## src/rtl/c2h_credit_sched_pkg.sv

```systemverilog
// ---------------------------------------------------------------------------
// c2h_sched_pkg
// Shared definitions for the C2H credit scheduler slice:
//   - default table depth / credit width / queue-id width
//   - scheduler FSM state type
//   - saturating credit-add helper
// No ports; imported by the interface, the picker and the top.
// ---------------------------------------------------------------------------
package c2h_sched_pkg;

    localparam int DEF_MAX_Q = 16;
    localparam int DEF_CRD_W = 16;
    localparam int DEF_QID_W = 11;

    typedef enum logic {
        IDLE,
        OFFER
    } sched_state_t;

    // Adds two credit values and clips at max_val. The MSB of the result is
    // set when clipping happened, so the caller can raise the overflow flag.
    // Operands are widened to 32 bits so one helper serves any CRD_W <= 31.
    function automatic logic [32:0] crd_sat_add(input logic [31:0] cur,
                                                input logic [31:0] add,
                                                input logic [31:0] max_val);
        logic [32:0] sum;
        sum = {1'b0, cur} + {1'b0, add};
        if (sum > {1'b0, max_val}) begin
            return {1'b1, max_val};
        end
        return sum;
    endfunction

endpackage

```

## src/rtl/c2h_credit_sched_if.sv

```systemverilog
// ---------------------------------------------------------------------------
// c2h_credit_sched_if
// Bundles the descriptor-status input channel and the packet-grant output
// channel of c2h_credit_sched.
//   tm_dsc_sts_*  : descriptor status from QDMA (master drives, slave accepts)
//   pkt_req_*     : grant offer towards traffic_gen (slave offers, master
//                   accepts with pkt_req_ready)
// Modports: slave = scheduler side, master = QDMA/traffic_gen side.
// ---------------------------------------------------------------------------
interface c2h_credit_sched_if
    import c2h_sched_pkg::*;
#(
    parameter int QID_W = DEF_QID_W
) ();

    logic             tm_dsc_sts_vld;
    logic [QID_W-1:0] tm_dsc_sts_qid;
    logic [15:0]      tm_dsc_sts_avl;
    logic             tm_dsc_sts_qen;
    logic             tm_dsc_sts_dir;
    logic             tm_dsc_sts_mm;
    logic             tm_dsc_sts_qinv;
    logic             tm_dsc_sts_error;
    logic             tm_dsc_sts_rdy;

    logic             pkt_req_valid;
    logic [QID_W-1:0] pkt_req_qid;
    logic             pkt_req_ready;

    modport slave (
        input  tm_dsc_sts_vld, tm_dsc_sts_qid, tm_dsc_sts_avl,
        input  tm_dsc_sts_qen, tm_dsc_sts_dir, tm_dsc_sts_mm,
        input  tm_dsc_sts_qinv, tm_dsc_sts_error,
        output tm_dsc_sts_rdy,
        output pkt_req_valid, pkt_req_qid,
        input  pkt_req_ready
    );

    modport master (
        output tm_dsc_sts_vld, tm_dsc_sts_qid, tm_dsc_sts_avl,
        output tm_dsc_sts_qen, tm_dsc_sts_dir, tm_dsc_sts_mm,
        output tm_dsc_sts_qinv, tm_dsc_sts_error,
        input  tm_dsc_sts_rdy,
        input  pkt_req_valid, pkt_req_qid,
        output pkt_req_ready
    );

endinterface

```

## src/rtl/c2h_credit_sched_rr_pick.sv

```systemverilog
// ---------------------------------------------------------------------------
// rr_pick
// Rotating priority encoder. Returns the first set bit of elig strictly
// after position ptr, wrapping cyclically (ptr itself is checked last).
//   elig  : per-queue eligibility vector
//   ptr   : index of the most recently granted queue
//   found : at least one eligible queue
//   idx   : chosen queue index (equals ptr when nothing is found)
// ---------------------------------------------------------------------------
module rr_pick
    import c2h_sched_pkg::*;
#(
    parameter int MAX_Q = DEF_MAX_Q,
    parameter int IDX_W = 4
) (
    input  logic [MAX_Q-1:0] elig,
    input  logic [IDX_W-1:0] ptr,
    output logic             found,
    output logic [IDX_W-1:0] idx
);

    // Walk the distances from farthest to nearest so the nearest eligible
    // queue after the pointer is the last one written and therefore wins.
    always_comb begin
        int j;
        found = 1'b0;
        idx   = ptr;
        for (int k = MAX_Q; k >= 1; k--) begin
            j = int'(ptr) + k;
            if (j >= MAX_Q) begin
                j = j - MAX_Q;
            end
            if (elig[j[IDX_W-1:0]]) begin
                found = 1'b1;
                idx   = j[IDX_W-1:0];
            end
        end
    end

endmodule

```

## src/rtl/c2h_credit_sched.sv

```systemverilog
// ---------------------------------------------------------------------------
// c2h_credit_sched
// Per-queue C2H descriptor-credit tracker and round-robin packet scheduler.
//   axi_aclk / axi_aresetn : clock, asynchronous active-low reset
//   enable                 : scheduling enable
//   qid_base / num_queue   : queue window (num_queue clamped to MAX_Q)
//   crd_per_pkt            : credits consumed per grant (0 acts as 1)
//   sched_if (slave)       : tm_dsc_sts_* status in, pkt_req_* grant out
//   crd_ovf                : sticky, a credit add saturated
//   grant_cnt              : completed grant handshakes
// ---------------------------------------------------------------------------
module c2h_credit_sched
    import c2h_sched_pkg::*;
#(
    parameter int MAX_Q = DEF_MAX_Q,
    parameter int CRD_W = DEF_CRD_W,
    parameter int QID_W = DEF_QID_W
) (
    input  logic                axi_aclk,
    input  logic                axi_aresetn,
    input  logic                enable,
    input  logic [QID_W-1:0]    qid_base,
    input  logic [QID_W-1:0]    num_queue,
    input  logic [CRD_W-1:0]    crd_per_pkt,
    c2h_credit_sched_if.slave   sched_if,
    output logic                crd_ovf,
    output logic [31:0]         grant_cnt
);

    localparam int IDX_W = (MAX_Q > 1) ? $clog2(MAX_Q) : 1;
    localparam logic [CRD_W-1:0] CRD_MAX = '1;

    sched_state_t     state;
    logic [CRD_W-1:0] credit     [MAX_Q];
    logic [CRD_W-1:0] credit_nxt [MAX_Q];
    logic [IDX_W-1:0] grant_idx;
    logic [IDX_W-1:0] rr_ptr;
    logic [QID_W-1:0] eff_num;
    logic [CRD_W-1:0] eff_crd;
    logic [QID_W-1:0] sts_idx;
    logic             sts_hit;
    logic             grant_hs;
    logic             ovf_hit;
    logic [MAX_Q-1:0] elig;
    logic             pick_found;
    logic [IDX_W-1:0] pick_idx;

    // Window size and per-grant cost after clamping. A status is used only
    // when it is a C2H streaming status for a queue inside the window; the
    // modular subtraction makes qids below qid_base land far out of range.
    always_comb begin
        eff_num  = (num_queue > QID_W'(MAX_Q)) ? QID_W'(MAX_Q) : num_queue;
        eff_crd  = (crd_per_pkt == '0) ? CRD_W'(1) : crd_per_pkt;
        sts_idx  = sched_if.tm_dsc_sts_qid - qid_base;
        sts_hit  = sched_if.tm_dsc_sts_vld & sched_if.tm_dsc_sts_rdy &
                   sched_if.tm_dsc_sts_qen & sched_if.tm_dsc_sts_dir &
                   ~sched_if.tm_dsc_sts_mm & ~sched_if.tm_dsc_sts_error &
                   (sts_idx < eff_num);
        grant_hs = (state == OFFER) & sched_if.pkt_req_ready;
    end

    // Next credit per queue. The status update is applied first, then the
    // grant charge on top of it, so a same-cycle add and grant on one queue
    // nets out correctly. A queue invalidation overrides everything.
    always_comb begin
        logic [CRD_W-1:0] upd;
        logic [32:0]      sat_res;
        logic             zeroed;
        ovf_hit = 1'b0;
        for (int i = 0; i < MAX_Q; i++) begin
            upd     = credit[i];
            sat_res = '0;
            zeroed  = 1'b0;
            if (sts_hit && (sts_idx == QID_W'(i))) begin
                if (sched_if.tm_dsc_sts_qinv) begin
                    upd    = '0;
                    zeroed = 1'b1;
                end else begin
                    sat_res = crd_sat_add(32'(credit[i]),
                                          32'(sched_if.tm_dsc_sts_avl),
                                          32'(CRD_MAX));
                    upd = sat_res[CRD_W-1:0];
                    if (sat_res[32]) begin
                        ovf_hit = 1'b1;
                    end
                end
            end
            if (grant_hs && (grant_idx == IDX_W'(i)) && !zeroed) begin
                upd = (upd >= eff_crd) ? (upd - eff_crd) : '0;
            end
            credit_nxt[i] = upd;
        end
    end

    // Credit table and sticky overflow flag.
    always_ff @(posedge axi_aclk or negedge axi_aresetn) begin
        if (!axi_aresetn) begin
            for (int i = 0; i < MAX_Q; i++) begin
                credit[i] <= '0;
            end
            crd_ovf <= 1'b0;
        end else begin
            credit  <= credit_nxt;
            crd_ovf <= crd_ovf | ovf_hit;
        end
    end

    // Status ready comes up one edge after reset release and then stays up.
    always_ff @(posedge axi_aclk or negedge axi_aresetn) begin
        if (!axi_aresetn) begin
            sched_if.tm_dsc_sts_rdy <= 1'b0;
        end else begin
            sched_if.tm_dsc_sts_rdy <= 1'b1;
        end
    end

    // A queue can be granted when it is inside the window and holds at
    // least one packet's worth of credit.
    always_comb begin
        for (int i = 0; i < MAX_Q; i++) begin
            elig[i] = (QID_W'(i) < eff_num) && (credit[i] >= eff_crd);
        end
    end

    rr_pick #(
        .MAX_Q (MAX_Q),
        .IDX_W (IDX_W)
    ) u_rr_pick (
        .elig  (elig),
        .ptr   (rr_ptr),
        .found (pick_found),
        .idx   (pick_idx)
    );

    // Grant FSM. IDLE registers the picked queue and raises valid; OFFER
    // holds valid/qid untouched until the handshake, regardless of enable,
    // then moves the round-robin pointer to the granted queue.
    always_ff @(posedge axi_aclk or negedge axi_aresetn) begin
        if (!axi_aresetn) begin
            state                  <= IDLE;
            sched_if.pkt_req_valid <= 1'b0;
            sched_if.pkt_req_qid   <= '0;
            grant_idx              <= '0;
            rr_ptr                 <= IDX_W'(MAX_Q - 1);
            grant_cnt              <= '0;
        end else begin
            case (state)
                IDLE: begin
                    if (enable && pick_found) begin
                        grant_idx              <= pick_idx;
                        sched_if.pkt_req_qid   <= qid_base + QID_W'(pick_idx);
                        sched_if.pkt_req_valid <= 1'b1;
                        state                  <= OFFER;
                    end
                end
                OFFER: begin
                    if (sched_if.pkt_req_ready) begin
                        sched_if.pkt_req_valid <= 1'b0;
                        rr_ptr                 <= grant_idx;
                        grant_cnt              <= grant_cnt + 32'd1;
                        state                  <= IDLE;
                    end
                end
                default: begin
                    state                  <= IDLE;
                    sched_if.pkt_req_valid <= 1'b0;
                end
            endcase
        end
    end

endmodule

```

## src/flat_wrapper.sv

```systemverilog
// flat-port wrapper written by rule: the top's interface ports become plain ports
module c2h_credit_sched_flat import c2h_sched_pkg::*;
#(
    parameter int MAX_Q = DEF_MAX_Q,
    parameter int CRD_W = DEF_CRD_W,
    parameter int QID_W = DEF_QID_W
)
  (axi_aclk, axi_aresetn, enable, qid_base, num_queue, crd_per_pkt, crd_ovf, grant_cnt, sched_if_tm_dsc_sts_vld, sched_if_tm_dsc_sts_qid, sched_if_tm_dsc_sts_avl, sched_if_tm_dsc_sts_qen, sched_if_tm_dsc_sts_dir, sched_if_tm_dsc_sts_mm, sched_if_tm_dsc_sts_qinv, sched_if_tm_dsc_sts_error, sched_if_tm_dsc_sts_rdy, sched_if_pkt_req_valid, sched_if_pkt_req_qid, sched_if_pkt_req_ready);
  c2h_credit_sched_if #(.QID_W(QID_W)) sched_if_i ();
  input  logic axi_aclk;
  input  logic axi_aresetn;
  input  logic enable;
  input  logic [QID_W-1:0] qid_base;
  input  logic [QID_W-1:0] num_queue;
  input  logic [CRD_W-1:0] crd_per_pkt;
  output logic crd_ovf;
  output logic [31:0] grant_cnt;
  input wire logic [$bits(sched_if_i.tm_dsc_sts_vld)-1:0] sched_if_tm_dsc_sts_vld;
  input wire logic [$bits(sched_if_i.tm_dsc_sts_qid)-1:0] sched_if_tm_dsc_sts_qid;
  input wire logic [$bits(sched_if_i.tm_dsc_sts_avl)-1:0] sched_if_tm_dsc_sts_avl;
  input wire logic [$bits(sched_if_i.tm_dsc_sts_qen)-1:0] sched_if_tm_dsc_sts_qen;
  input wire logic [$bits(sched_if_i.tm_dsc_sts_dir)-1:0] sched_if_tm_dsc_sts_dir;
  input wire logic [$bits(sched_if_i.tm_dsc_sts_mm)-1:0] sched_if_tm_dsc_sts_mm;
  input wire logic [$bits(sched_if_i.tm_dsc_sts_qinv)-1:0] sched_if_tm_dsc_sts_qinv;
  input wire logic [$bits(sched_if_i.tm_dsc_sts_error)-1:0] sched_if_tm_dsc_sts_error;
  output wire logic [$bits(sched_if_i.tm_dsc_sts_rdy)-1:0] sched_if_tm_dsc_sts_rdy;
  output wire logic [$bits(sched_if_i.pkt_req_valid)-1:0] sched_if_pkt_req_valid;
  output wire logic [$bits(sched_if_i.pkt_req_qid)-1:0] sched_if_pkt_req_qid;
  input wire logic [$bits(sched_if_i.pkt_req_ready)-1:0] sched_if_pkt_req_ready;
  assign sched_if_i.tm_dsc_sts_vld = sched_if_tm_dsc_sts_vld;
  assign sched_if_i.tm_dsc_sts_qid = sched_if_tm_dsc_sts_qid;
  assign sched_if_i.tm_dsc_sts_avl = sched_if_tm_dsc_sts_avl;
  assign sched_if_i.tm_dsc_sts_qen = sched_if_tm_dsc_sts_qen;
  assign sched_if_i.tm_dsc_sts_dir = sched_if_tm_dsc_sts_dir;
  assign sched_if_i.tm_dsc_sts_mm = sched_if_tm_dsc_sts_mm;
  assign sched_if_i.tm_dsc_sts_qinv = sched_if_tm_dsc_sts_qinv;
  assign sched_if_i.tm_dsc_sts_error = sched_if_tm_dsc_sts_error;
  assign sched_if_tm_dsc_sts_rdy = sched_if_i.tm_dsc_sts_rdy;
  assign sched_if_pkt_req_valid = sched_if_i.pkt_req_valid;
  assign sched_if_pkt_req_qid = sched_if_i.pkt_req_qid;
  assign sched_if_i.pkt_req_ready = sched_if_pkt_req_ready;
  c2h_credit_sched #(.MAX_Q(MAX_Q), .CRD_W(CRD_W), .QID_W(QID_W)) u_core (.axi_aclk(axi_aclk), .axi_aresetn(axi_aresetn), .enable(enable), .qid_base(qid_base), .num_queue(num_queue), .crd_per_pkt(crd_per_pkt), .sched_if(sched_if_i), .crd_ovf(crd_ovf), .grant_cnt(grant_cnt));
endmodule
```

## config.mk

```make
export PLATFORM = sky130hd
export DESIGN_NAME = c2h_credit_sched_flat
export DESIGN_NICKNAME = d
export VERILOG_FILES = /design/src/rtl/c2h_credit_sched_pkg.sv /design/src/rtl/c2h_credit_sched_if.sv /design/src/rtl/c2h_credit_sched_rr_pick.sv /design/src/rtl/c2h_credit_sched.sv /design/src/flat_wrapper.sv
export SDC_FILE = /design/constraint.sdc
export NUM_CORES = 2
export LEC_CHECK = 0
export CAP_MARGIN = 20
export CORE_ASPECT_RATIO = 0.5
export CORE_MARGIN = 2
export CORE_UTILIZATION = 38
export DETAILED_ROUTE_END_ITERATION = 12
export GPL_TIMING_DRIVEN = 0
export PLACE_DENSITY_LB_ADDON = 0.25
export SKIP_LAST_GASP = 1
export SYNTH_ARGS = -nofsm -noshare
export SYNTH_HDL_FRONTEND = slang
export SYNTH_SLANG_ARGS = --single-unit
```

## constraint.sdc

```tcl
create_clock -name axi_aclk -period 8.9 [get_ports axi_aclk]
set_input_delay 0.89 -clock axi_aclk [delete_from_list [all_inputs] [get_ports axi_aclk]]
set_output_delay 0.89 -clock axi_aclk [all_outputs]
set_load 0.02 [all_outputs]
```

==> flow_metrics.py <==
metrics = {
    "global_routing": {
        "gr-total-overflow": 0,
        "grt_max_degree": 110,
        "grt_util_all_layers_pct": 27.4,
        "grt_pass1_vias": 44800,
        "antenna_found_initial": 6,
        "grt_pass1_wl_um": 265000,
    },
    "logic_synthesis": {
        "ys_types": 96,
        "synth-seq-cells": 311,
        "synthesis.area_um2": 46100,
        "ys_seq_area_share_pct": 16.9,
        "synth_edf_count": 0,
        "ys_async_sr_fraction_pct": 100,
        "yosysWarnings": 0,
        "netlist_instances": 5683,
        "synth-main-ff-cell": "dfrtp_1",
        "avgSynthCellArea_um2": 8.11,
        "synth_top_cell_by_area": "ha_1",
        "synth_area_leaders": "ha_1, dfrtp_1, a21oi_1",
        "synth_top_area_share_pct": 21.7,
    },
    "sta": {
        "min_period_ns": 8.53,
        "period_share_pct": 95.8,
        "hold_viol_final": 0,
        "fmax_ghz": 0.117,
        "worstMarginPinSlew_ns": 1.29,
        "setup_viol": 0,
        "slew_headroom_pct": 14.2,
        "drv_slew": 0,
        "fin_skew_ns": 0.0259,
        "finalSetupTns_ns": 0,
    },
    "clocking": {
        "cts_buffers": 42,
        "cts_buffer_depth": 3,
        "htree_levels": 2,
        "clock-sinks": 311,
        "clk_pin_slew_worst_paths_ns": 0.06,
        "clock_latency_ns": 0.61,
        "cts_tree": "built",
        "cts_root_buf": "clkbuf_16",
    },
    "detailed_routing": {
        "post_drt_wl_per_cell_um": 23.3,
        "wirelength_um": 176000,
        "via_per_inst": 6.04,
        "drc": 0,
        "vias": 45800,
        "drt_iter0_drc": 4263,
        "antenna_left": 0,
        "dr.pass1.iters": 6,
    },
    "pwr": {
        "ir_drop_mv": 0.129,
        "powerDensity_nw_per_um2": 173,
        "p_leak_nw": 26.1,
        "finalPower_w": 0.00908,
    },
    "layout": {
        "stdcell_count": 7577,
        "finalInstanceArea_um2": 52600,
        "final_cell_mix": "ha_1, a21oi_1, nand2_1, inv_1, dfrtp_1",
        "fin_util_pct": 43.7,
        "drive_above_1_share_pct": 9.27,
        "final_common_cell": "ha_1",
        "synthToLayoutAreaGrowth_pct": 14.1,
        "nNetsFinal": 6842,
    },
    "critical_path": {
        "cp_data_required_time_ns": 9.37,
        "cpPeakStageDelay_ns": 0.55,
        "critPathKind": "input port to flip-flop",
        "cp.arrival_ns": 8.99,
        "slowest_stage": "or4_4",
        "cp-start-kind": "input port",
        "endpoint_kind": "flip-flop",
        "crit_fanout": 10,
    },
    "flow_run": {
        "max-cap-violations": 0,
    },
    "placed_design": {
        "placed_area_um2": 50100,
        "dpl.cell_count": 7462,
        "hpwl_um": 134000,
        "io_buffers": 118,
        "gp_congestion": 0.951,
    },
    "floorplan": {
        "die-area_um2": 124000,
        "num_rows": 90,
        "core_um2": 120000,
        "die_w_um": 497,
        "start_util_pct": 38.3,
        "io_pins": 121,
        "fp.dieH_um": 250,
    },
    "worst_hold_path": {
        "hp-class": "input port to async pin",
    },
    "run_status": {
        "status": "complete, no violations",
    },
}
[cell families after synthesis]
group	after synthesis	share of synthesized area, %
AOI/OAI and AO/OA	1887	26.4
and+or+nand+nor	1533	16.7
adders and majority gates	834	23.2
buffers and inverters	540	4.62
xor gates and xnor gates	419	7.96
DFF	311	16.9
muxes	158	4.25
other	1	0.00813
[critical path: cells and delay by family]
family | cells | cell delay (ns)
adders and majority gates | 4 | 1.09
buffers and inverters | 11 | 2.39
and+or+nand+nor | 6 | 1.47
AOI/OAI and AO/OA | 19 | 3.15
[cell type report]
type | count | area, um^2
fill | 11800 | 67900
multi-input combinational | 4838 | 36700
sequential | 311 | 7790
timing repair buffer | 200 | 2250
tap | 1610 | 2010
inverter | 372 | 1410
clock buffer | 51 | 1170
buffer | 168 | 895
clock inverter | 26 | 332
antenna | 1 | 2.50
[cells in the mapped netlist (109+ instances only)]
| library cell | count |
|---|---|
| a21oi_1 | 578 |
| inv_1 | 369 |
| o21ai_0 | 307 |
| a211oi_1 | 151 |
| a21o_1 | 234 |
| nor2_1 | 248 |
| ha_1 | 800 |
| clkbuf_1 | 109 |
| nand3_1 | 166 |
| xnor2_1 | 272 |
| nand2_1 | 478 |
| dfrtp_1 | 307 |
| xor2_1 | 147 |
[report_power, final]
group / switching, W / total, W / leakage, nW / internal (W)
clock network: 0.000778 / 0.00192 / 0.715 / 0.00114
logic: 0.00319 / 0.00533 / 21.1 / 0.00214
registers: 0.000220 / 0.00184 / 4.23 / 0.00162
total: 0.00419 / 0.00908 / 26.1 / 0.00489
[per-stage QoR]
stage | setup WS (ns) | hold WS, ns
detailed placement | -2.05 | 0.464
finish | 0.373 | 0.172
floorplan | 0.344 | 0.518
global route | -0.0143 | 0.201
CTS | -0.0146 | 0.173
global placement | -7.39 | 0.462
[sequential cells by signal (all words and copies together) (netlist names)]
| name | flops |
|---|---|
| u_core.sched_if.tm_dsc_sts_rdy | 1 |
| u_core.sched_if.pkt_req_valid | 1 |
| u_core.grant_cnt | 32 |
| u_core.state | 1 |
| u_core.grant_idx | 4 |
| u_core.rr_ptr | 4 |
| u_core.sched_if.pkt_req_qid | 11 |
| u_core.crd_ovf | 1 |
| u_core.credit | 256 |
[layer usage]
| layer | share of wire [%] | global-route usage [%] | up-vias |
|---|---|---|---|
| met3 | 8.2 | 4.30 | 397 |
| met2 | 43 | 42.4 | 1856 |
| met4 | 4.3 | 10.7 | 0 |
| met1 | 45 | 38.2 | 21900 |
| li1 | - | - | 21600 |
| met5 | 0 | 0 | - |
[path summary, 6_finish.rpt]
check | startpoint | end | slack, ns | depth (start not counted)
worst min register to register | u_core.grant_cnt[31] | u_core.grant_cnt[31] | 0.48 | 1
min in group axi_aclk | u_core.grant_cnt[31] | u_core.grant_cnt[31] | 0.48 | 1
worst max-delay path | qid_base[1] | u_core.credit[219] | 0.37 | 40
worst max register to register | u_core.credit[240] | u_core.credit[243] | 1.10 | 32
worst min-delay path | axi_aresetn | u_core.credit[37] | 0.17 | 1
max in group asynchronous | axi_aresetn | u_core.grant_cnt[26] | 7.00 | 4
[what timing repair did]
item / CTS / global route
gates cloned: 0 / 1
resized for setup: 56 / 164
pin swaps: 4 / 37
setup endpoints to repair: 256 / 256
hold buffers: 0 / 0
setup buffers: 6 / 29
Power figures use the tool's default switching activity.
